### src/rtl/lea_lcd_pkg.sv
// Shared definitions for the LEA character-LCD sequencer: HD44780 command
// bytes, the sequencer state encoding and small byte-selection helpers.
// Imported by lcd_bus_cycle and lea_lcd_sequencer.
package lea_lcd_pkg;

  // HD44780 command bytes
  localparam logic [7:0] FUNC_SET = 8'h38;  // 8-bit bus, 2 lines, 5x8 font
  localparam logic [7:0] DISP_ON  = 8'h0C;  // display on, cursor off
  localparam logic [7:0] ENTRY    = 8'h06;  // increment address, no shift
  localparam logic [7:0] CLEAR    = 8'h01;  // clear display (slow command)
  localparam logic [7:0] LINE1    = 8'h80;  // DDRAM address of line 1, column 0
  localparam logic [7:0] LINE2    = 8'hC0;  // DDRAM address of line 2, column 0

  typedef enum logic [2:0] {
    PWRUP,
    INIT,
    IDLE,
    KEY_ADDR,
    KEY_CHR,
    RES_ADDR,
    RES_CHR,
    ACK
  } seqState_t;

  // Power-up command list; the last entry is the clear, which needs the long gap.
  function automatic logic [7:0] initCmd(input logic [1:0] idx);
    case (idx)
      2'd0:    return FUNC_SET;
      2'd1:    return DISP_ON;
      2'd2:    return ENTRY;
      default: return CLEAR;
    endcase
  endfunction

  // Byte idx of a 16-char block; byte 0 sits in the top 8 bits.
  function automatic logic [7:0] resByte(input logic [127:0] blk, input logic [3:0] idx);
    logic [127:0] sh;
    sh = blk << {idx, 3'b000};
    return sh[127:120];
  endfunction

endpackage

### src/rtl/lcd_bus_cycle.sv
// One HD44780 write cycle: registers RS/DATA, then strobes E and waits out the gap.
// Latency: start -> done is T_SETUP+T_PW+T_GAP cycles (+T_CLR when long); done on the last gap cycle.
// Backpressure: none; start is only legal when idle or in the done cycle (start wins and restarts).
// Ports: clk/rstN clock and async active-low reset; start/rs/data/long request a cycle;
//        done pulses at the end; LCD_E/LCD_RS/LCD_DATA drive the panel pins (all registered).
module lcd_bus_cycle
  import lea_lcd_pkg::*;
#(
  parameter int T_SETUP = 1,  // must be >= 1: E is low in the cycle RS/DATA are registered
  parameter int T_PW    = 2,
  parameter int T_GAP   = 4,
  parameter int T_CLR   = 16
) (
  input  logic       clk,
  input  logic       rstN,
  input  logic       start,
  input  logic       rs,
  input  logic [7:0] data,
  input  logic       long,
  output logic       done,
  output logic       LCD_E,
  output logic       LCD_RS,
  output logic [7:0] LCD_DATA
);

  localparam int SHORT_LEN = T_SETUP + T_PW + T_GAP;
  localparam int LONG_LEN  = SHORT_LEN + T_CLR;
  localparam int CW        = $clog2(LONG_LEN + 1);

  localparam logic [CW-1:0] SHORT_LAST = CW'(SHORT_LEN - 1);
  localparam logic [CW-1:0] LONG_LAST  = CW'(LONG_LEN - 1);
  localparam logic [CW-1:0] E_ON       = CW'(T_SETUP);
  localparam logic [CW-1:0] E_OFF      = CW'(T_SETUP + T_PW);

  logic          active;
  logic [CW-1:0] cnt;
  logic [CW-1:0] lastCnt;
  logic [CW-1:0] nextCnt;

  assign nextCnt = cnt + CW'(1);
  assign done    = active && (cnt == lastCnt);

  // E is registered from the next count value so the pin never glitches.
  always_ff @(posedge clk or negedge rstN) begin
    if (!rstN) begin
      active   <= 1'b0;
      cnt      <= '0;
      lastCnt  <= '0;
      LCD_E    <= 1'b0;
      LCD_RS   <= 1'b0;
      LCD_DATA <= 8'h00;
    end else if (start) begin
      active   <= 1'b1;
      cnt      <= '0;
      lastCnt  <= long ? LONG_LAST : SHORT_LAST;
      LCD_RS   <= rs;
      LCD_DATA <= data;
      LCD_E    <= 1'b0;
    end else if (active) begin
      cnt   <= nextCnt;
      LCD_E <= (nextCnt >= E_ON) && (nextCnt < E_OFF);
      if (done) begin
        active <= 1'b0;
        LCD_E  <= 1'b0;
      end
    end
  end

endmodule

### src/rtl/lea_lcd_sequencer.sv
// Owns the character LCD: HD44780 power-up init, then serves keypad echo (line 1) and result blocks (line 2).
// Latency: acceptance -> ACK is 2L+1 cycles for a key echo, 17L+1 for a result block (L = one bus cycle).
// Backpressure: requests are levels held off while BUSY; key wins ties; a burst is never preempted.
// Ports: CLK/RST clock and async active-low reset; KEY_REQ/KEY_POS/KEY_CHAR -> KEY_ACK;
//        RES_REQ/RES_DATA -> RES_ACK; INIT_DONE, BUSY status; LCD_DATA/LCD_E/LCD_RS/LCD_RW panel pins.
module lea_lcd_sequencer
  import lea_lcd_pkg::*;
#(
  parameter int T_PWRUP = 8,
  parameter int T_SETUP = 1,
  parameter int T_PW    = 2,
  parameter int T_GAP   = 4,
  parameter int T_CLR   = 16
) (
  input  logic         CLK,
  input  logic         RST,
  input  logic         KEY_REQ,
  input  logic [3:0]   KEY_POS,
  input  logic [7:0]   KEY_CHAR,
  output logic         KEY_ACK,
  input  logic         RES_REQ,
  input  logic [127:0] RES_DATA,
  output logic         RES_ACK,
  output logic         INIT_DONE,
  output logic         BUSY,
  output logic [7:0]   LCD_DATA,
  output logic         LCD_E,
  output logic         LCD_RS,
  output logic         LCD_RW
);

  localparam int PW_W = $clog2(T_PWRUP + 1);
  localparam logic [PW_W-1:0] PWR_LAST = PW_W'(T_PWRUP - 1);

  seqState_t       state;
  seqState_t       nextState;
  logic [PW_W-1:0] pwrCnt;
  logic [1:0]      initIdx;
  logic [3:0]      resIdx;
  logic [7:0]      keyChr;
  logic [127:0]    resBlk;
  logic            ackIsKey;
  logic            initDone;

  logic            busStart;
  logic            busRs;
  logic [7:0]      busData;
  logic            busLong;
  logic            busDone;
  logic            latchKey;
  logic            latchRes;
  logic            initStep;
  logic            resStep;
  logic            setInitDone;

  lcd_bus_cycle #(
    .T_SETUP (T_SETUP),
    .T_PW    (T_PW),
    .T_GAP   (T_GAP),
    .T_CLR   (T_CLR)
  ) uBus (
    .clk      (CLK),
    .rstN     (RST),
    .start    (busStart),
    .rs       (busRs),
    .data     (busData),
    .long     (busLong),
    .done     (busDone),
    .LCD_E    (LCD_E),
    .LCD_RS   (LCD_RS),
    .LCD_DATA (LCD_DATA)
  );

  always_ff @(posedge CLK or negedge RST) begin
    if (!RST) state <= PWRUP;
    else      state <= nextState;
  end

  // The next bus cycle is launched in the same cycle the previous one reports
  // done, so consecutive writes run back to back with no dead cycle.
  always_comb begin
    nextState   = state;
    busStart    = 1'b0;
    busRs       = 1'b0;
    busData     = 8'h00;
    busLong     = 1'b0;
    latchKey    = 1'b0;
    latchRes    = 1'b0;
    initStep    = 1'b0;
    resStep     = 1'b0;
    setInitDone = 1'b0;
    case (state)
      PWRUP: begin
        if (pwrCnt == PWR_LAST) begin
          busStart  = 1'b1;
          busData   = initCmd(2'd0);
          nextState = INIT;
        end
      end
      INIT: begin
        if (busDone) begin
          if (initIdx == 2'd3) begin
            setInitDone = 1'b1;
            nextState   = IDLE;
          end else begin
            busStart = 1'b1;
            busData  = initCmd(initIdx + 2'd1);
            busLong  = (initIdx == 2'd2);
            initStep = 1'b1;
          end
        end
      end
      IDLE: begin
        // The address command uses the live inputs; they are latched on this same edge.
        if (KEY_REQ) begin
          latchKey  = 1'b1;
          busStart  = 1'b1;
          busData   = LINE1 | {4'h0, KEY_POS};
          nextState = KEY_ADDR;
        end else if (RES_REQ) begin
          latchRes  = 1'b1;
          busStart  = 1'b1;
          busData   = LINE2;
          nextState = RES_ADDR;
        end
      end
      KEY_ADDR: begin
        if (busDone) begin
          busStart  = 1'b1;
          busRs     = 1'b1;
          busData   = keyChr;
          nextState = KEY_CHR;
        end
      end
      KEY_CHR: begin
        if (busDone) nextState = ACK;
      end
      RES_ADDR: begin
        if (busDone) begin
          busStart  = 1'b1;
          busRs     = 1'b1;
          busData   = resByte(resBlk, 4'd0);
          nextState = RES_CHR;
        end
      end
      RES_CHR: begin
        if (busDone) begin
          if (resIdx == 4'd15) begin
            nextState = ACK;
          end else begin
            busStart = 1'b1;
            busRs    = 1'b1;
            busData  = resByte(resBlk, resIdx + 4'd1);
            resStep  = 1'b1;
          end
        end
      end
      ACK:     nextState = IDLE;
      default: nextState = PWRUP;
    endcase
  end

  always_ff @(posedge CLK or negedge RST) begin
    if (!RST) begin
      pwrCnt   <= '0;
      initIdx  <= 2'd0;
      resIdx   <= 4'd0;
      keyChr   <= 8'h00;
      resBlk   <= '0;
      ackIsKey <= 1'b0;
      initDone <= 1'b0;
    end else begin
      if (state == PWRUP && pwrCnt != PWR_LAST) pwrCnt <= pwrCnt + PW_W'(1);
      if (initStep)    initIdx  <= initIdx + 2'd1;
      if (setInitDone) initDone <= 1'b1;
      if (latchKey) begin
        keyChr   <= KEY_CHAR;
        ackIsKey <= 1'b1;
      end
      if (latchRes) begin
        resBlk   <= RES_DATA;
        resIdx   <= 4'd0;
        ackIsKey <= 1'b0;
      end
      if (resStep) resIdx <= resIdx + 4'd1;
    end
  end

  assign KEY_ACK   = (state == ACK) && ackIsKey;
  assign RES_ACK   = (state == ACK) && !ackIsKey;
  assign BUSY      = (state != IDLE);
  assign INIT_DONE = initDone;
  assign LCD_RW    = 1'b0;

endmodule

### config.mk
export PLATFORM = sky130hd
export DESIGN_NAME = lea_lcd_sequencer
export DESIGN_NICKNAME = d
export VERILOG_FILES = /design/src/rtl/lea_lcd_pkg.sv /design/src/rtl/lcd_bus_cycle.sv /design/src/rtl/lea_lcd_sequencer.sv
export SDC_FILE = /design/constraint.sdc
export NUM_CORES = 1
export LEC_CHECK = 0
export CAP_MARGIN = 15
export CORE_ASPECT_RATIO = 1.4
export CORE_MARGIN = 8
export CORE_UTILIZATION = 47
export CTS_CLUSTER_SIZE = 16
export DETAILED_ROUTE_END_ITERATION = 7
export PLACE_DENSITY = 0.77
export SLEW_MARGIN = 40
export SYNTH_ARGS = -nofsm -noshare
export SYNTH_HDL_FRONTEND = slang
export SYNTH_HIERARCHICAL = 1
export SYNTH_SLANG_ARGS = --single-unit
### constraint.sdc
create_clock -name CLK -period 3.4 [get_ports CLK]
set_input_delay 0.68 -clock CLK [delete_from_list [all_inputs] [get_ports CLK]]
set_output_delay 0.68 -clock CLK [all_outputs]
set_load 0.05 [all_outputs]
==> results.sh <==
export IMPL_outcome="finished clean"
export IMPL_cts_buffers=17
export IMPL_multi_input_comb_area_sq_mm=0.00372
export IMPL_viasPerCell=5.18
export IMPL_post_synth_top_count_cell="nand2_1"
export IMPL_fmax_ghz=0.325
export IMPL_dp_hpwl_um=16300
export IMPL_core_sq_mm=0.0173
export IMPL_syn_inst=871
export IMPL_ys_ff_latch=169
export IMPL_seq_area_sq_mm=0.00423
export IMPL_cts_tree="yes"
export IMPL_hold_ws_ps=298
export IMPL_critPathRequiredTime_ps=2720
export IMPL_min_period_over_period=0.906
export IMPL_dieArea_sq_mm=0.0222
export IMPL_synth_top_area_share=0.511
export IMPL_pwr_share_clk=0.227
export IMPL_wl_per_cell_um=17.5
export IMPL_synth_area_leaders="dfrtp_1 (51%), nand2_1 (18%), mux2_2 (4.9%), mux4_2 (4.9%), mux2i_1 (3.8%)"
export IMPL_yosys_warnings=6
export IMPL_drive_above_1_share=0.110
export IMPL_clock_latency_ps=420
export IMPL_path_class="reg -> out"
export IMPL_synth_ff_type="dfrtp_1"
export IMPL_nFillCells=1433
export IMPL_power_switching_mw=3.51
export IMPL_swShare=0.360
export IMPL_place_congestion=0.900
export IMPL_powerDensity_mw_per_mm2=907
export IMPL_hold_viol=0
export IMPL_critPathMaxStageDelay_ps=810
export IMPL_io_pin_count=159
export IMPL_cts_resized=0
export IMPL_clockRootBuffer="clkbuf_16"
export IMPL_arrival_ps=2400
export IMPL_placed_cells=1229
export IMPL_dieHeight_um=173
export IMPL_die_w_um=128
export IMPL_grt_start_max_net_pins=81
export IMPL_grt_pass1_wl_um=35400
export IMPL_cts_num_sinks=169
export IMPL_syn_area_sq_mm=0.00827
export IMPL_drv_cap=0
export IMPL_peakVddDrop_mv=0.392
export IMPL_synth_net_count=1024
export IMPL_clock_path_buffers=2
export IMPL_num_rows=57
export IMPL_globalRouteTotalUtil=0.205
export IMPL_path_buf_inv=1
export IMPL_crit_family="buffers and inverters"
export IMPL_drtAntennaViolNets=0
export IMPL_initial_core_util=0.477
export IMPL_overflow=0
export IMPL_antenna_found_initial=1
export IMPL_htreeDepth=4
export IMPL_synth_common_cells="nand2_1 (398), dfrtp_1 (169), mux2_2 (36), mux2i_1 (31), nor2_1 (24)"
export IMPL_place_area_sq_mm=0.0101
export IMPL_grt_pass1_vias=6970
export IMPL_cts_setup_buffers=0
export IMPL_pre_cts_slack_ps=450
export IMPL_p_leak_nw=5.07
export IMPL_first_pass_iters=5
export IMPL_setup_ws_ps=321
export IMPL_hold_buffers=0
export IMPL_area_growth_syn_to_layout_pct=29.9
export IMPL_worstMarginPinSlew_ps=850
export IMPL_setup_tns_final_ps=0
export IMPL_nNetsFinal=1165
export IMPL_finClkSkew_ps=7.61
export IMPL_postLayoutCellArea_sq_mm=0.0107
export IMPL_yosysTopAreaCell="dfrtp_1"
export IMPL_crit_path_end_kind="output pin"
export IMPL_path_max_fanout=22
export IMPL_hold_class="in -> async"
export IMPL_synth_edf_count=0
export IMPL_cp_start_kind="flop"
export IMPL_fin_crit_ps=3080
export IMPL_yosysSeqAreaShare=0.511
export IMPL_yosys_cell_types_count=51
export IMPL_maxSlewHeadroom=0.433
export IMPL_comb_power_share=0.394
export IMPL_power_internal_mw=6.24
export IMPL_slowest_stage="clkdlybuf4s50_1"
export IMPL_first_iter_violations=508
export IMPL_port_buffers=157
export IMPL_setup_viol_count_final=0
export IMPL_vias=6534
export IMPL_final_cells=1262
export IMPL_rsz0062_at_grt="false"
export IMPL_routed_wl_um=22000
export IMPL_path_cells="nand3_1 -> nor2_1 -> clkdlybuf4s50_1"
export IMPL_route_detailed_drc=0
export IMPL_cts_clk_slew_worst_paths_ps=60
export IMPL_drv_slew=0
export IMPL_avgSynthCellArea_sq_um=9.50
export IMPL_seqPwrFrac=0.379
export IMPL_async_flop_share=1.00
-- power by group through the flow --
stage                     clock network [mW]  registers, mW  logic (mW)
after CTS                               2.24           3.68        3.87
final                                   2.21           3.70        3.84
after floorplan                            0           3.57        2.75
after global placement                     0           3.66        3.72
after global routing                    2.32           3.81        4.22
after detailed placement                   0           3.69        3.83
-- cells by family after synthesis --
| logic type | count (synthesis) | share of synthesized area |
|---|---|---|
| multiplexers | 85 | 0.135 |
| adder cells (fa/ha/maj) | 9 | 0.0136 |
| AND/OR/NAND/NOR | 477 | 0.233 |
| flip-flops | 169 | 0.511 |
| other | 1 | 0.000453 |
| XOR/XNOR | 13 | 0.0138 |
| buffers and inverters | 63 | 0.0423 |
| AO/OA/AOI/OAI | 54 | 0.0502 |
-- layer usage --
metal / GRT usage / share of wire
met1: 0.233 / 0.40
met2: 0.352 / 0.52
met3: 0.0450 / 0.045
met4: 0.108 / 0.037
met5: 0 / 0
-- stage by stage --
step | util | power, mW
3_3_place_gp | 0.581 | 7.38
6_report | 0.620 | 9.74
5_1_grt | 0.620 | 10.3
4_1_cts | 0.620 | 9.78
2_1_floorplan | - | 6.32
3_5_place_dp | 0.581 | 7.53
-- flip-flops by register name, indices dropped and copies added, names as in the netlist --
name           cells
uBus/cnt           5
uBus/lastCnt       2
pwrCnt             4
uBus/LCD_RS        1
initIdx            2
uBus/LCD_DATA      8
ackIsKey           1
resIdx             4
uBus/LCD_E         1
state              3
keyChr             8
uBus/active        1
INIT_DONE          1
resBlk           128
-- cells in the final DEF, fill, tap and decap left out, types with 7 or more instances in the layout --
cell	count
nand2_1	398
dfrtp_1	169
clkdlybuf4s50_1	156
mux2_2	36
mux2i_1	31
nor2_1	24
mux4_2	18
clkbuf_16	17
buf_4	15
nand3_1	13
nor2b_1	8
inv_1	8
ha_1	8
a22o_1	7
a21oi_1	7
or3_1	7
o311ai_0	7
-- path summary, 6_finish.rpt --
check | from | to | slack [ps] | cells after the start
max in group asynchronous | RST | resBlk[60]$_DFFE_PN0P_ | 2220 | 2
setup / recovery | state[2]$_DFFE_PN0P_ | RES_ACK | 320 | 3
setup reg to reg | uBus/cnt[2]$_DFFE_PN0P_ | uBus/LCD_DATA[6]$_DFFE_PN0P_ | 420 | 7
hold / removal | RST | resBlk[85]$_DFFE_PN0P_ | 300 | 1
min in group CLK | resBlk[7]$_DFFE_PN0P_ | resBlk[7]$_DFFE_PN0P_ | 470 | 2
hold reg to reg | resBlk[7]$_DFFE_PN0P_ | resBlk[7]$_DFFE_PN0P_ | 470 | 2
-- cell type report --
cell class,count,share of cell area
Sequential cell,169,0.394
Clock inverter,12,0.0205
Antenna cell,1,0.000233
Multi-Input combinational cell,639,0.347
Tap cell,236,0.0275
Timing Repair Buffer,177,0.166
Clock buffer,20,0.0425
Inverter,8,0.00279
Power figures use the tool's default switching activity.
